<file path="config.mk">
export PLATFORM = sky130hd
export DESIGN_NAME = fpu_addsub_sequencer
export DESIGN_NICKNAME = d
export VERILOG_FILES = /design/src/rtl/fpu_addsub_sequencer.sv
export SDC_FILE = /design/constraint.sdc
export NUM_CORES = 1
export LEC_CHECK = 0
export BUFFER_PORTS_ARGS = -buffer_cell sky130_fd_sc_hd__buf_2
export CAP_MARGIN = 20
export CORE_AREA = 2 2 260 262
export CTS_CLUSTER_DIAMETER = 100
export CTS_CLUSTER_SIZE = 8
export DETAILED_ROUTE_END_ITERATION = 8
export DIE_AREA = 0 0 262 264
export PLACE_DENSITY = 0.35
export RECOVER_POWER = 50
export SLEW_MARGIN = 20
export SYNTH_ARGS = -nofsm -noshare
export SYNTH_HDL_FRONTEND = slang
export SYNTH_SLANG_ARGS = --single-unit
export TNS_END_PERCENT = 50
</file>
<file path="constraint.sdc">
create_clock -name clk -period 15.3 [get_ports clk]
set_input_delay 0.765 -clock clk [delete_from_list [all_inputs] [get_ports clk]]
set_output_delay 0.765 -clock clk [all_outputs]
set_load 0.01 [all_outputs]
</file>
<file path="src/rtl/fpu_addsub_sequencer.sv">
// fpu_addsub_sequencer
//   Arbitrates two requesters onto one fixed-latency add/sub/compare unit and
//   returns one response at a time with valid/ready handshaking.
//
//   Optional feature macro: FPU_ADDSUB_COND_CODES_EN
//     defined   -> rsp_cc captures {C3=equal, C2=0, C1=0, C0=less}
//     undefined -> rsp_cc is constant 0000, no condition-code logic built
//
//   Ports
//     clk, reset                  clock, async active-high reset
//     reqN_valid/op/a/b/ready     requester N (N=0,1); op 00 ADD 01 SUB 10 CMP 11 reserved
//     rsp_valid/ready             response handshake
//     rsp_id                      requester that owns the response
//     rsp_result, rsp_*flags      captured unit result and compare flags
//     rsp_cc, rsp_err             condition code, reserved-opcode flag
//     unit_operand_a/b, invert_b  registered drive to the unit
//     unit_result, unit_cmp_*     unit outputs, valid UNIT_LATENCY cycles after launch
//     busy                        high whenever not IDLE
module fpu_addsub_sequencer #(
    parameter int unsigned UNIT_LATENCY = 2
) (
    input  logic        clk,
    input  logic        reset,
    input  logic        req0_valid,
    input  logic [1:0]  req0_op,
    input  logic [79:0] req0_a,
    input  logic [79:0] req0_b,
    output logic        req0_ready,
    input  logic        req1_valid,
    input  logic [1:0]  req1_op,
    input  logic [79:0] req1_a,
    input  logic [79:0] req1_b,
    output logic        req1_ready,
    output logic        rsp_valid,
    input  logic        rsp_ready,
    output logic        rsp_id,
    output logic [79:0] rsp_result,
    output logic        rsp_equal,
    output logic        rsp_less,
    output logic        rsp_greater,
    output logic [3:0]  rsp_cc,
    output logic        rsp_err,
    output logic [79:0] unit_operand_a,
    output logic [79:0] unit_operand_b,
    output logic        unit_invert_b,
    input  logic [79:0] unit_result,
    input  logic        unit_cmp_equal,
    input  logic        unit_cmp_less,
    input  logic        unit_cmp_greater,
    output logic        busy
);

    typedef enum logic [1:0] {IDLE, EXEC, RESP} state_t;

    localparam logic [1:0] OP_SUB = 2'b01;
    localparam logic [1:0] OP_RSV = 2'b11;
    localparam logic [3:0] CNT_LAST = 4'(UNIT_LATENCY - 1);

    state_t      state_q;
    logic        rr_q;        // requester favoured when both are valid
    logic [3:0]  cnt_q;
    logic        err_q;       // reserved opcode in flight: skip the unit wait
    logic        id_q;
    logic        rsp_valid_q, rsp_id_q, rsp_err_q;
    logic        rsp_eq_q, rsp_lt_q, rsp_gt_q;
    logic [79:0] rsp_result_q;
    logic [79:0] opa_q, opb_q;
    logic        inv_q;

    logic        grant_id;
    logic        any_req;
    logic [1:0]  sel_op;
    logic [79:0] sel_a, sel_b;

    // Single valid requester wins outright; contention resolved by rr_q.
    assign grant_id = (req0_valid && req1_valid) ? rr_q : req1_valid;
    assign any_req  = req0_valid || req1_valid;
    assign sel_op   = grant_id ? req1_op : req0_op;
    assign sel_a    = grant_id ? req1_a  : req0_a;
    assign sel_b    = grant_id ? req1_b  : req0_b;

    // Ready is gated by reset so every output reads 0 while reset is held.
    assign req0_ready = !reset && (state_q == IDLE) && req0_valid && !grant_id;
    assign req1_ready = !reset && (state_q == IDLE) && req1_valid &&  grant_id;

    always_ff @(posedge clk or posedge reset) begin
        if (reset) begin
            state_q      <= IDLE;
            rr_q         <= 1'b0;
            cnt_q        <= 4'd0;
            err_q        <= 1'b0;
            id_q         <= 1'b0;
            rsp_valid_q  <= 1'b0;
            rsp_id_q     <= 1'b0;
            rsp_err_q    <= 1'b0;
            rsp_eq_q     <= 1'b0;
            rsp_lt_q     <= 1'b0;
            rsp_gt_q     <= 1'b0;
            rsp_result_q <= '0;
            opa_q        <= '0;
            opb_q        <= '0;
            inv_q        <= 1'b0;
        end else begin
            case (state_q)
                IDLE: begin
                    if (any_req) begin
                        rr_q    <= ~grant_id;
                        id_q    <= grant_id;
                        opa_q   <= sel_a;
                        opb_q   <= sel_b;
                        inv_q   <= (sel_op == OP_SUB);
                        err_q   <= (sel_op == OP_RSV);
                        cnt_q   <= 4'd0;
                        state_q <= EXEC;
                    end
                end
                EXEC: begin
                    if (err_q) begin
                        rsp_valid_q  <= 1'b1;
                        rsp_id_q     <= id_q;
                        rsp_err_q    <= 1'b1;
                        rsp_result_q <= '0;
                        rsp_eq_q     <= 1'b0;
                        rsp_lt_q     <= 1'b0;
                        rsp_gt_q     <= 1'b0;
                        state_q      <= RESP;
                    end else if (cnt_q == CNT_LAST) begin
                        rsp_valid_q  <= 1'b1;
                        rsp_id_q     <= id_q;
                        rsp_err_q    <= 1'b0;
                        rsp_result_q <= unit_result;
                        rsp_eq_q     <= unit_cmp_equal;
                        rsp_lt_q     <= unit_cmp_less;
                        rsp_gt_q     <= unit_cmp_greater;
                        state_q      <= RESP;
                    end else begin
                        cnt_q <= cnt_q + 4'd1;
                    end
                end
                RESP: begin
                    if (rsp_ready) begin
                        rsp_valid_q <= 1'b0;
                        state_q     <= IDLE;
                    end
                end
                default: state_q <= IDLE;
            endcase
        end
    end

`ifdef FPU_ADDSUB_COND_CODES_EN
    logic [3:0] cc_q;
    always_ff @(posedge clk or posedge reset) begin
        if (reset) begin
            cc_q <= 4'd0;
        end else if (state_q == EXEC) begin
            if (err_q)
                cc_q <= 4'd0;
            else if (cnt_q == CNT_LAST)
                cc_q <= {unit_cmp_equal, 2'b00, unit_cmp_less};
        end
    end
    assign rsp_cc = cc_q;
`else
    assign rsp_cc = 4'd0;
`endif

    assign rsp_valid      = rsp_valid_q;
    assign rsp_id         = rsp_id_q;
    assign rsp_result     = rsp_result_q;
    assign rsp_equal      = rsp_eq_q;
    assign rsp_less       = rsp_lt_q;
    assign rsp_greater    = rsp_gt_q;
    assign rsp_err        = rsp_err_q;
    assign unit_operand_a = opa_q;
    assign unit_operand_b = opb_q;
    assign unit_invert_b  = inv_q;
    assign busy           = (state_q != IDLE);

endmodule

</file>
# Yosys cells after proc, flatten, opt, wreduce, memory -nomap -nowiden
# Index checks and enable logic that the tools add are counted.
# word_totals
register_bits	256
output_inout_bits	254
wordCells	75
# classes
mux	29
n_eq_ne	10
addsub	1
reduce_logical	19
n_bitwise	1
# ops
op	count
80-bit two-way mux	4
1-bit two-way mux	14
4-bit two-way mux	3
2-bit two-way mux	5
2-bit inequality test, second input constant	4
4-bit case mux with 2 select lines	1
2-bit nonzero test	4
1-bit logical AND	6
2-bit case mux with 3 select lines	1
3-bit AND reduction	2
4-bit by 1-bit adder with 4-bit output, second input constant	1
2-bit by 1-bit == test with 1-bit output, second input constant	2
2-bit == test, second input constant	2
4-bit by 1-bit == test with 1-bit output, second input constant	1
2-bit AND reduction	2
4-bit AND reduction	1
3-bit inequality test, second input constant	1
1-bit logical NOT	2
2-bit logical NOT	1
1-bit case mux with 2 select lines	1
1-bit logical OR	1
1-bit inverter	1

# Longest topological paths before layout
# logic_depth
depth_word	4
mapped_depth	9
depth_no_buf	6

# Worst setup path before layout
# OpenSTA, ideal clock, no wires.
# synth_timing
path_kind	input to output
startpoint	in reset
endpoint	out req0_ready
arrival_ns	6.671
slack_ns	7.864
t_required_ns	14.535
n_path_buf	0
stages	2
cell_sequence	inv_1 and2_1
# synth_via
elab_chain_cells	4
# synth_lines
element	line	source
start: declaration	23	input logic reset,
1-bit logical NOT (no source line)	--	
1-bit logical AND (3 in series)	83	assign req0_ready = !reset && (state_q == IDLE) && req0_valid && !grant_id;
end: declaration	28	output logic req0_ready,
# Every way passes these cells.

==> metrics.md <==
| Metric | Value |
|---|---|
| Syn Area/Cell | 9.698 µm² |
| Routed length per instance | 18.11 µm |
| Hold Path Stages | 3 |
| Slew @ Worst Pin | 3.491 ns |
| Global-route wire length before repair | 69.99 mm |
| Violated checks | max-capacitance violations, max-slew violations |
| Root buffer cell | clkbuf_16 |
| Initial antenna violation count | 15 |
| WS Path Type | input pin to async pin |
| Chip Width | 262 µm |
| IO Port Bufs | 661 |
| Synth warn | 0 |
| Vias in the first global route | 10809 |
| Crit path DAT | 6.64 ns |
| Vias per inst | 3.969 |
| Layout cell share with drive strength beyond 1 | 0.2744 |
| Pin count of the biggest net entering global routing | 128 |
| Sequential area share after synthesis | 0.5925 |
| Startpoint types | input pin |
| Final Cell Area | 0.01569 mm² |
| Run status | finished with violations |
| Hold buffers post-CTS | 0 |
| Vias | 10463 |
| R2R cell count | 4 |
| Clock buffer count from CTS | 38 |
| Post-CTS sizing | 0 |
| Top Ports | 666 |
| Hold path startpoint | req0_b[39] |
| Area of the core | 0.06656 mm² |
| Hold/Removal Path Class | input pin to register |
| Initial Util | 0.1624 |
| Die outline height | 264 µm |
| Fmax | 0.1655 GHz |
| First-pass detailed-route iteration total | 5 |
| Post-CTS setup buffers | 0 |
| Final wirelength | 47.73 mm |
| Maximum VDD drop | 77.80 µV |
| LEAKAGE | 7.649 nW |
| RePlAce Congestion | 0.8422 |
| FF-to-FF End | rsp_result[78] |
| CP max FO | 71 |
| Seq cells post-synth | 256 |
| Rows | 95 |
| P&R area growth vs syn | 45.06% |
| RSZ-0062 raised after global routing | no |
| Final hold vios | 0 |
| Final setup viols | 0 |
| Final Max Tran Viols | 222 |
| PwrDens | 209.7 mW/mm² |
| Worst path required time | 15.90 ns |
| Slew margin rel. | -1.340 |
| Grt ovf | 0 |
| Cell Area, Synth | 0.01081 mm² |
| Netlist cell types | 31 |
| Fin crit period | 6.041 ns |
| Initial DRC count | 676 |
| Clock slew at reported path FFs | 0.05 ns |
| Max Clock Skew | 0.01844 ns |
| Clk sink count | 256 |
| Reg-to-reg startpoint | err_q |
| Worst-Skew Late Latency | 0.54 ns |
| Max-cap viol count | 4 |
| Synth Instances | 1115 |
| Worst setup EP type | async pin |
| Htree depth | 2 |
| Crit share post-route | 0.3948 |
| Routed Antenna Nets | 0 |
| Total global-route track usage | 0.1334 |
| Hold Path Sink | unit_operand_b[39] |
| Die area | 0.06917 mm² |
| Post-DP HPWL | 35.04 mm |
| Setup tns final | 0 ns |
| TritonCTS clock tree | done |
| NumNets Final | 2161 |
| DRC Markers | 0 |
| Clock buffer depth | 3 |
| R2R setup slack | 10.72 ns |
| Placement Cell Area | 0.01492 mm² |
==> report_power, final <==
group	internal, mW	total [mW]	switching, mW
combinational	0.473	1.32	0.848
sequential	1.00	1.19	0.189
clock	0.462	0.775	0.314
==> critical path, cell delays in order <==
cell and delay (ns):
clkbuf_1 0.10, clkinvlp_2 1.93, clkbuf_1 2.09, clkbuf_1 0.98, buf_4 0.67
==> cells in the mapped netlist <==
master    number  area (µm²)
and2_1         1       6.260
nor3_1         1       5.000
clkbuf_1      32       120.1
o21ai_1        1       5.000
nand3_1        1       5.000
o22ai_1        1       6.260
buf_1          8       30.03
dfrtp_1      256        6406
a211oi_2       1       12.51
mux2i_1        3       30.03
a21o_1         1       7.510
conb_1         1       3.750
buf_2         29       145.1
a22oi_1      162        1216
o21ai_0       84       420.4
xor2_1         1       8.760
and2b_1        1       7.510
nand2_1      406        1524
buf_4          6       45.04
buf_6         10       112.6
mux2_2         1       11.26
nor3b_2        1       12.51
o21ai_2        1       8.760
nor2_1         8       30.03
nand4_1        1       6.260
ha_1           2       25.02
o211a_1        1       10.01
a22o_1         6       52.55
inv_1          5       18.77
nor3b_1        1       7.510
nand2b_1      82       513.0
==> final cells by class <==
type,count,area (µm²)
clock buffers,43,1011
well taps,873,1092
clock inverters,3,37.54
fillers,7494,50880
diodes,10,25.02
inverters,5,20.02
repair buffers,674,3128
multi-input cells,772,3964
flip-flops and latches,256,6407
==> how the worst max path moves through the flow <==
stage,from,to,slack (ns),cells past startpoint
after global placement,reset,unit_operand_a[30],12.10,5
final,reset,unit_operand_a[14],9.26,5
after floorplan,reset,cnt_q[0],7.48,1
after global routing,reset,unit_operand_a[28],7.85,5
after detailed placement,reset,unit_operand_a[30],12.09,5
after CTS,state_q[0],req0_ready,11.56,6
==> registers in the layout, summed over array words and instances, names as in the netlist <==
signal	flops
rsp_result	80
unit_operand_a	80
unit_operand_b	80
cnt_q	4
state_q	2
err_q	1
id_q	1
rr_q	1
rsp_equal	1
rsp_err	1
rsp_greater	1
rsp_id	1
rsp_less	1
rsp_valid	1
unit_invert_b	1
==> logic make-up after synthesis <==
group | count (synthesis) | share of synthesized area
multiplexers | 4 | 0.003819
other | 1 | 0.0003468
AO/OA/AOI/OAI | 258 | 0.1608
buffers and inverters | 90 | 0.04362
XOR/XNOR | 1 | 0.0008101
AND/OR/NAND/NOR | 503 | 0.1958
flip-flops | 256 | 0.5925
adder cells (fa/ha/maj) | 2 | 0.002314
==> stage by stage <==
step	utilization	std cells	power [mW]	hold WS [ns]	setup WS [ns]
after detailed placement	0.2241	2579	2.624	0.4619	12.09
after global placement	0.2241	2579	2.622	0.4613	12.10
final	0.2356	2636	3.290	0.4103	9.259
after CTS	0.2399	2625	3.435	0.2853	11.56
after floorplan	-	1118	1.986	0.4458	7.482
after global routing	0.2356	2636	3.570	0.3723	7.853
==> metal layers <==
layer | global-route usage | routed length (µm) | up-vias | part of all wire
met4 | 0.04672 | 1191 | 4 | 0.025
met1 | 0.1684 | 19650 | 4993 | 0.41
met3 | 0.03282 | 3286 | 65 | 0.069
met5 | 0 | 29 | - | 0.00061
li1 | - | - | 5002 | -
met2 | 0.2203 | 23570 | 399 | 0.49
==> placed cells by master, fill, tap and decap left out, drive strengths merged <==
cell / n
a22oi: 162
a22o: 6
mux2: 1
o211a: 1
a211oi: 1
xor2: 1
nand3: 1
o21ai: 86
and2: 1
clkbuf: 286
clkinvlp: 1
and2b: 1
nor3b: 2
o22ai: 1
ha: 2
diode: 10
mux2i: 3
nand2: 406
buf: 431
clkinv: 3
a21o: 1
nor3: 1
nor2: 8
conb: 4
nand4: 1
dfrtp: 256
inv: 4
nand2b: 82
(Power assumes the default switching activity.)
